<file path="src/rtl/counter_from_0.sv">
// counter_from_0: loads |x| as a target, counts y from 0 up to it, then holds done until acknowledged (COUNTER_FROM_0_AUTO_RELOAD_EN restarts the count instead of idling).
module counter_from_0 #(
  parameter int WIDTH = 8
) (
  input  logic             clk,
  input  logic             reset,
  input  logic [WIDTH-1:0] x,
  input  logic             load_x,
  output logic             load_ready,
  input  logic             en,
  output logic [WIDTH-1:0] y,
  output logic             busy,
  output logic             done,
  input  logic             done_ack
);
  typedef enum logic [1:0] {IDLE, RUN, DONE} state_t;
  state_t state;
  logic [WIDTH-1:0] target;
  assign load_ready = state == IDLE;
  assign busy = state == RUN;
  assign done = state == DONE;
  always_ff @(posedge clk) begin
    if (reset) begin
      state <= IDLE;
      y <= '0;
      target <= '0;
    end else begin
      case (state)
        IDLE: if (load_x) begin
          target <= x[WIDTH-1] ? -x : x;
          y <= '0;
          state <= RUN;
        end
        RUN: if (y == target) state <= DONE;
          else if (en) y <= y + 1'b1;
        DONE: if (done_ack) begin
`ifdef COUNTER_FROM_0_AUTO_RELOAD_EN
          y <= '0;
          state <= RUN;
`else
          state <= IDLE;
`endif
        end
        default: state <= IDLE;
      endcase
    end
  end
endmodule

</file>
<file path="config.mk">
export PLATFORM = sky130hd
export DESIGN_NAME = counter_from_0
export DESIGN_NICKNAME = d
export VERILOG_FILES = /design/src/rtl/counter_from_0.sv
export SDC_FILE = /design/constraint.sdc
export NUM_CORES = 1
export LEC_CHECK = 0
export BUFFER_PORTS_ARGS = -buffer_cell sky130_fd_sc_hd__buf_4
export CORE_MARGIN = 2
export CORE_UTILIZATION = 40
export CTS_CLUSTER_DIAMETER = 150
export DETAILED_ROUTE_END_ITERATION = 7
export PLACE_DENSITY = 0.66
export SYNTH_ARGS = -nofsm -noshare
export SYNTH_HDL_FRONTEND = slang
export SYNTH_SLANG_ARGS = --single-unit
</file>
<file path="constraint.sdc">
create_clock -name clk -period 4 [get_ports clk]
set_input_delay 1.2 -clock clk [delete_from_list [all_inputs] [get_ports clk]]
set_output_delay 1.2 -clock clk [all_outputs]
set_load 0.05 [all_outputs]
</file>
; ---- Word level (Yosys, flattened, before mapping)
; Index checks and enable logic that the tools add are counted.
[totals]
register_bits = 18
inputBits = 13
output_inout_bits = 11
wordCells = 27
[classes]
n_addsub = 2
n_eq_ne = 8
muxes = 9
reduce_logical = 5
[op_table]
columns = operator, n
row1 = 8-bit two-way mux, 4
row2 = 8-bit one-hot mux with 2 select lines, 1
row3 = 8-bit by 1-bit adder with 8-bit output (second input constant), 1
row4 = 8-bit == test, 1
row5 = 8-bit negation, 1
row6 = 2-bit two-way mux, 3
row7 = 2-bit inequality test (second input constant), 3
row8 = 2-bit one-hot mux with 3 select lines, 1
row9 = 2-bit by 1-bit inequality test with 1-bit output (second input constant), 2
row10 = 4-bit AND reduction, 1
row11 = 3-bit AND reduction, 1
row12 = 2-bit by 1-bit == test with 1-bit output (second input constant), 1
row13 = 2-bit == test (second input constant), 1
row14 = 2-bit zero test, 1
row15 = 2-bit AND reduction, 1
row16 = 2-bit nonzero test, 1

; ---- Depth between registers and ports, before layout
; Gate-level depths: netlist (run 1).
[logic_depth]
ltp_word = 4
ltp_mapped = 7
depth_no_buf = 6

; ---- Least setup slack after synthesis (run 1)
; No wires, ideal clock.
[synth_path]
kind = register -> output
from = register state[1]
to = output port done
t_arrival_ns = 1.239
t_required_ns = 2.800
setup_slack_ns = 1.561
path_stages_with_launch = 2
n_path_buf = 0
path_cell_list = dfxtp_1 -> nor2b_1
[synth_between]
elab_chain_cells = 1
[synth_rtl]
columns = item, line_no
row1 = start: declaration, 17  ; state_t state;
row2 = start signal: assignment, 24  ; state <= IDLE;
row3 = start signal: assignment, 32  ; state <= RUN;
row4 = start signal: assignment, 34  ; RUN: if (y == target) state <= DONE;
row5 = 2-bit == test, 21  ; assign done = state == DONE;
row6 = end: declaration, 13  ; output logic done,
; Every way passes these cells.

; ---- Worst setup path in the final report (run 1)
[layout_path]
from = register state[0]
to = output port busy
[layout_between]
elab_chain_cells = 1
[layout_rtl]
columns = item, line_no
row1 = 2-bit by 1-bit == test with 1-bit output, 20  ; assign busy = state == RUN;
row2 = end: declaration, 12  ; output logic busy,
; Every way passes these cells.

==> impl_results.md, run 1 <==
- Post-Synth XOR/XNOR Area: between 10% and 20%
- Most frequent cells in the layout: 23 x buf_4, 18 x dfxtp_1, 10 x a211oi_1, 10 x nor2_1
- Detailed Routing Iterations Pass 1: 4
- Register area: between 300 and 400 um^2
- Clk slew on worst S/H paths: 0.10 ns
- Post-Synth Adder-Cell Area: roughly 2.4%
- Multi-input gate area: 640.6 um^2
- # IOs: 24
- Switching Fraction: around 33%
- Pins Over Slew Limit: 0
- PwrDens: between 300 and 400 nW/um^2
- Wire per inst: 12.82 um
- Port bufs: 23
- Longest Clk Path Bufs: 2
- CTS buffer count: 3
- Hold Fails Final Rpt: 0
- Cell Area, Synth: roughly 1100 um^2
- Initial core utilization: between 40% and 50%
- Yosys warning total: 0
- Actual slew at the worst max-slew pin: around 0.52 ns
- Final period utilization: between 60% and 70%
- Global-route wire length before repair: around 3900 um
- Initial antenna violation count: 0
- Layout area overhead: 19.03%
- Die Span Y: 55.44 um
- Setup-failing EPs final: 0
- Top post-synthesis cells by area: dfxtp_1 34%, xnor2_1 7.4%, a211oi_1 7.1%
- Worst path arrival time: about 1.4 ns
- Clock root buffer: clkbuf_4
- Switch Pwr: 0.1318 mW
- Cts hold-fix bufs: 0
- Flops & latches, synth: 18
- Rows: 18
- Number of synthesized flops with an enable pin: 0
- Via density: about 5.5
- Hold Path Class: reg -> reg
- # resized after CTS: 0
- Fin nets: about 160
- Count of cell types in the netlist: 40
- Fillers: approximately 250
- Setup TNS: 0 ns
- Synth Flop Type: dfxtp_1
- Post-Layout Cell Count: about 180
- Peak VDD IR: between 0.15 and 0.2 mV
- Unrepaired setup endpoints after global routing: false
- Sequential element share of the synthesized area: about a third
- Inserted Diodes: 0
- Layout cell share with drive strength beyond 1: around 23%
- Fmax achieved: approximately 0.4 GHz
- Die width: between 50 and 60 um
- Vias: around 960
- GR Util All Layers: between 10% and 20%
- Vias in the first global route: between 800 and 900
- Clock sink count: 18
- Htree depth: 1
- Status: complete, no violations
- Initial DRC count: 8
- Post-synthesis compound-gate area fraction: between 20% and 30%
- Die footprint: between 3000 and 4000 um^2
- Dpl hpwl: ~1700 um
- LEAKAGE: approximately 0.48 nW
- Required time of the critical path: between 2 and 3 ns
- Synth Instances: roughly 120
- Post-CTS Setup Bufs: 0
- GPL Wtd Cong: approximately 0.80
- Crit Path Category: reg -> out
- Placed Cells: approximately 170
- Largest family of logic cells by synthesized area: simple AND/OR/NAND/NOR gates
- Tmin final: around 2.6 ns
- DR DRC count: 0
- Clk_lat worst skew: about 0.30 ns
- Largest net degree at the start of global routing: 20
- Relative slew margins: around 65%
- Max-cap violations: 0
- CTS tree: built
- Skew final: between 0.004 and 0.005 ns
- Detail Route Antenna Nets: 0
- GRT overflow: 0
- Leading area contributor after synthesis: dfxtp_1
- Crit-path max FO: 11
- Synth async-reset ratio: 0%
- Routed wire length: around 2200 um
- Mux contribution to synthesized area: under 10%
- Power Internal: around 0.27 mW
- Clk pwr share: a little under a quarter
- Synth Area in Simple Gates: between 20% and 30%
- Synth top area share: 34.04%
- WHS: 0.4724 ns
- Area of the core: about 2500 um^2
- Post-synthesis average cell area: about 8.5 um^2
- Comb pwr share: a little over a quarter
- Syn Nets: approximately 140
- Setup crit end kind: primary output
- Commonest non-fill, non-tap cell in the layout: buf_4
- Share of power burned in registers: between 50% and 60%
- Startpoint types: flop
cells by family after synthesis:
logic type                 after synthesis
AOI/OAI and AO/OA                       30
xor gates and xnor gates                13
adders and majority gates                2
buffers and inverters                   12
DFF                                     18
muxes                                    2
and+or+nand+nor                         47
worst paths after layout:
check / startpoint / end / slack, ns / depth (start not counted)
hold reg to reg: target[7] / target[7] / 0.47 / 2
setup / recovery: state[0] / busy / 1.43 / 2
hold / removal: target[7] / target[7] / 0.47 / 2
setup reg to reg: state[0] / y[5] / 2.34 / 5
metrics by stage:
stage	cell area [um^2]	utilization (%)	total power, mW	worst slack (ns)
4_1_cts	1260	50.40	0.4026	1.438
3_3_place_gp	1237	49.50	0.3129	1.630
2_1_floorplan	1059	-	0.2861	1.561
3_5_place_dp	1237	49.50	0.3145	1.593
5_1_grt	1260	50.40	0.4220	1.352
6_report	1260	50.40	0.4007	1.433
Yosys cell counts (2+ instances only):
cell type	number
dfxtp_1	18
a211oi_1	10
nor2_1	10
nand2_1	9
xnor2_1	9
a21oi_1	7
inv_1	7
nand3_1	6
nor2b_1	4
xor2_1	4
a2111oi_0	3
and3_1	2
clkbuf_1	2
ha_1	2
mux2i_1	2
nand2b_1	2
nand4_2	2
nor2_2	2
nor4b_1	2
cell type report:
cell class	count	share of cell area (%)
Inverter	7	2.085
Sequential cell	18	28.60
Tap cell	30	2.979
Multi-Input combinational cell	94	50.84
Clock buffer	3	1.787
Timing Repair Buffer	23	13.70
registers in the layout, indices dropped and copies added (netlist names):
name / flops
state: 2
target: 8
y: 8
power groups by stage:
stage	clock (mW)	combinational, mW	sequential, mW
5_1_grt	0.0979	0.121	0.203
3_3_place_gp	0	0.108	0.205
4_1_cts	0.0920	0.109	0.201
3_5_place_dp	0	0.109	0.206
6_report	0.0910	0.108	0.201
2_1_floorplan	0	0.0826	0.203
worst max-delay path, cell delays in order (launching register included):
cell and delay, ns:
dfxtp_1 0.57, nor2b_4 0.28, buf_4 0.22
routing by layer:
metal | GRT usage, % | up-vias | routed length [um] | share of wire, %
li1 | - | 486 | - | -
met1 | 19.91 | 440 | 968 | 43
met2 | 25.51 | 31 | 1110 | 49
met3 | 2.342 | 5 | 116 | 5.2
met4 | 7.317 | 0 | 47 | 2.1
met5 | 0 | - | 0 | 0
(Power assumes the default switching activity.)
==> inputs of run 2 (changes only) <==
==> constraint.sdc (replaced) <==
create_clock -name clk -period 2.7 [get_ports clk]
set_input_delay 0.81 -clock clk [delete_from_list [all_inputs] [get_ports clk]]
set_output_delay 0.81 -clock clk [all_outputs]
set_load 0.05 [all_outputs]
==> impl_results.md, run 2 (synthesized netlist as in run 1, its figures left out) <==
- Tmin final: between 2 and 2.5 ns
- Initial antenna violation count: 0 (unchanged)
- Max-cap violations: 0 (unchanged)
- Vias: 964 (+0.21%)
- Wire per inst: 12.91 um (+0.71%)
- GRT overflow: 0 (unchanged)
- Clock root buffer: clkbuf_4
- Worst r2r src: state[0]
- Unrepaired setup endpoints after global routing: false
- Actual slew at the worst max-slew pin: 0.5129 ns (-0.004879 ns)
- Worst path arrival time: 1.38 ns (about the same)
- Crit-path cells: nor2b_4, buf_4
- Clock sink count: 18 (unchanged)
- Hold_sp: target[7]
- Detailed Routing Iterations Pass 1: 4 (unchanged)
- Commonest non-fill, non-tap cell in the layout: buf_4
- Fin nets: 162 (unchanged)
- Layout cell share with drive strength beyond 1: 22.76% (unchanged)
- Startpoint types: flop
- Crit path buffers/inverters: 1 (unchanged)
- Register-to-register setup slack: 1.04 ns (-1.30 ns)
- Clk slew on worst S/H paths: 0.10 ns (about the same)
- Vias in the first global route: 886 (+2.8%)
- Clk_lat worst skew: 0.31 ns (about the same)
- Power Internal: 0.3984 mW (+48%)
- Crit-path max FO: 11 (unchanged)
- Longest Clk Path Bufs: 2 (unchanged)
- Post-layout util: 50.40% (unchanged)
- Crit-path max cell delay: 0.57 ns (about the same)
- Crit Path Category: reg -> out
- Cts hold-fix bufs: 0 (unchanged)
- Port bufs: 23 (unchanged)
- Required time of the critical path: 1.89 ns (-0.91 ns)
- CTS tree: built
- Relative slew margins: 65.81% (+0.33 points)
- Die footprint: 3074 um^2 (unchanged)
- Skew final: 0.008084 ns (+0.004065 ns)
- Post-CTS Setup Bufs: 0 (unchanged)
- Via density: 5.509 (+0.21%)
- Critical Path Slowest Stage Cell: dfxtp_1
- Pins Over Slew Limit: 0 (unchanged)
- Hold Fails Final Rpt: 0 (unchanged)
- Initial DRC count: 22 (+14)
- CTS buffer count: 3 (unchanged)
- Area of the core: 2500 um^2 (unchanged)
- GPL Wtd Cong: 0.7951 (about the same)
- Dpl hpwl: 1729 um (+0.24%)
- Status: complete, no violations
- Htree depth: 1 (unchanged)
- Comb pwr share: 27.0% (about the same)
- Clk pwr share: 23.0% (+0.3 points)
- # resized after CTS: 0 (unchanged)
- GR Util All Layers: 16.03% (+0.47 points)
- Setup TNS: 0 ns (unchanged)
- Most frequent cells in the layout: 23 x buf_4, 18 x dfxtp_1, 10 x a211oi_1, 10 x nor2_1
- Rows: 18 (unchanged)
- LEAKAGE: 0.4788 nW (unchanged)
- Critical path startpoint: state[0]
- Hold Path Class: reg -> reg
- Die width: 55.44 um (unchanged)
- Peak VDD IR: 0.2256 mV (+41%)
- Largest net degree at the start of global routing: 20 (unchanged)
- Biggest regs: target: 8 flops, y: 8 flops, state: 2 flops
- Routed wire length: 2259 um (+0.71%)
- Detail Route Antenna Nets: 0 (unchanged)
- Inserted Diodes: 0 (unchanged)
- Initial core utilization: 42.34% (unchanged)
- Setup-failing EPs final: 0 (unchanged)
- CP delay by family, top: flip-flops
- DR DRC count: 0 (unchanged)
- Global-route wire length before repair: 3960 um (+2.1%)
- # IOs: 24 (unchanged)
- Post-Layout Cell Count: 175 (unchanged)
- Setup crit end kind: primary output
- Switch Pwr: 0.1984 mW (+50%)
- Fmax achieved: 0.4568 GHz
- Fillers: 260 (+2.4%)
- Placed Cells: 172 (unchanged)
- Die Span Y: 55.44 um (unchanged)
- Layout area overhead: 19.03% (unchanged)
- Share of power burned in registers: 50.0% (-0.2 points)
- Final period utilization: 81.08%
- PwrDens: 473.6 nW/um^2 (+49%)
- Switching Fraction: 33.24% (+0.34 points)
run 2: path summary, 6_finish.rpt:
| check | endpoint | cells after the start |
|---|---|---|
| setup / recovery | busy | 2 |
| hold / removal | target[7] | 2 |
| setup reg to reg | y[7] | 5 |
| hold reg to reg | target[7] | 2 |
run 2: power groups by stage:
stage,sequential [mW],combinational [mW],clock [mW]
after floorplan,0.301,0.122,0
after global placement,0.304,0.160,0
after detailed placement,0.304,0.162,0
after CTS,0.298,0.163,0.137
after global routing,0.301,0.182,0.147
final,0.298,0.161,0.137
run 2: metal layers:
layer | vias to the layer above | wire length [um] | global-route usage, % | share of wire, %
li1 | 485 | - | - | -
met1 | 448 | 1026 | 20.43 | 45
met2 | 26 | 1076 | 25.85 | 48
met3 | 5 | 102 | 2.576 | 4.5
met4 | 0 | 53 | 8.362 | 2.3
met5 | - | 0 | 0 | 0
run 2: layout make-up:
type                       instances  area [um^2]  area share, %
clock buffer                       3        22.52          1.787
inverter                           7        26.28          2.085
multi-input combinational         94        640.6          50.84
sequential                        18        360.3          28.60
tap                               30        37.54          2.979
timing repair buffer              23        172.7          13.70
run 2: per-stage QoR:
stage          setup WS [ns]  area, um^2  hold WS (ns)  power (mW)
6_report              0.5108        1260        0.4733      0.5967
5_1_grt               0.4401        1260        0.4953      0.6297
4_1_cts               0.5235        1260        0.4776      0.5973
3_5_place_dp          0.6859        1237        0.4662      0.4663
3_3_place_gp          0.7197        1237        0.4554      0.4636
2_1_floorplan         0.6506        1059        0.4444      0.4238
run 2: worst min-delay path, delay by kind of cell, from the launching register on:
| kind | cells | cell delay [ns] |
|---|---|---|
| flip-flops | 1 | 0.33 |
| AND/OR/NAND/NOR | 1 | 0.05 |
| AO/OA/AOI/OAI | 1 | 0.05 |
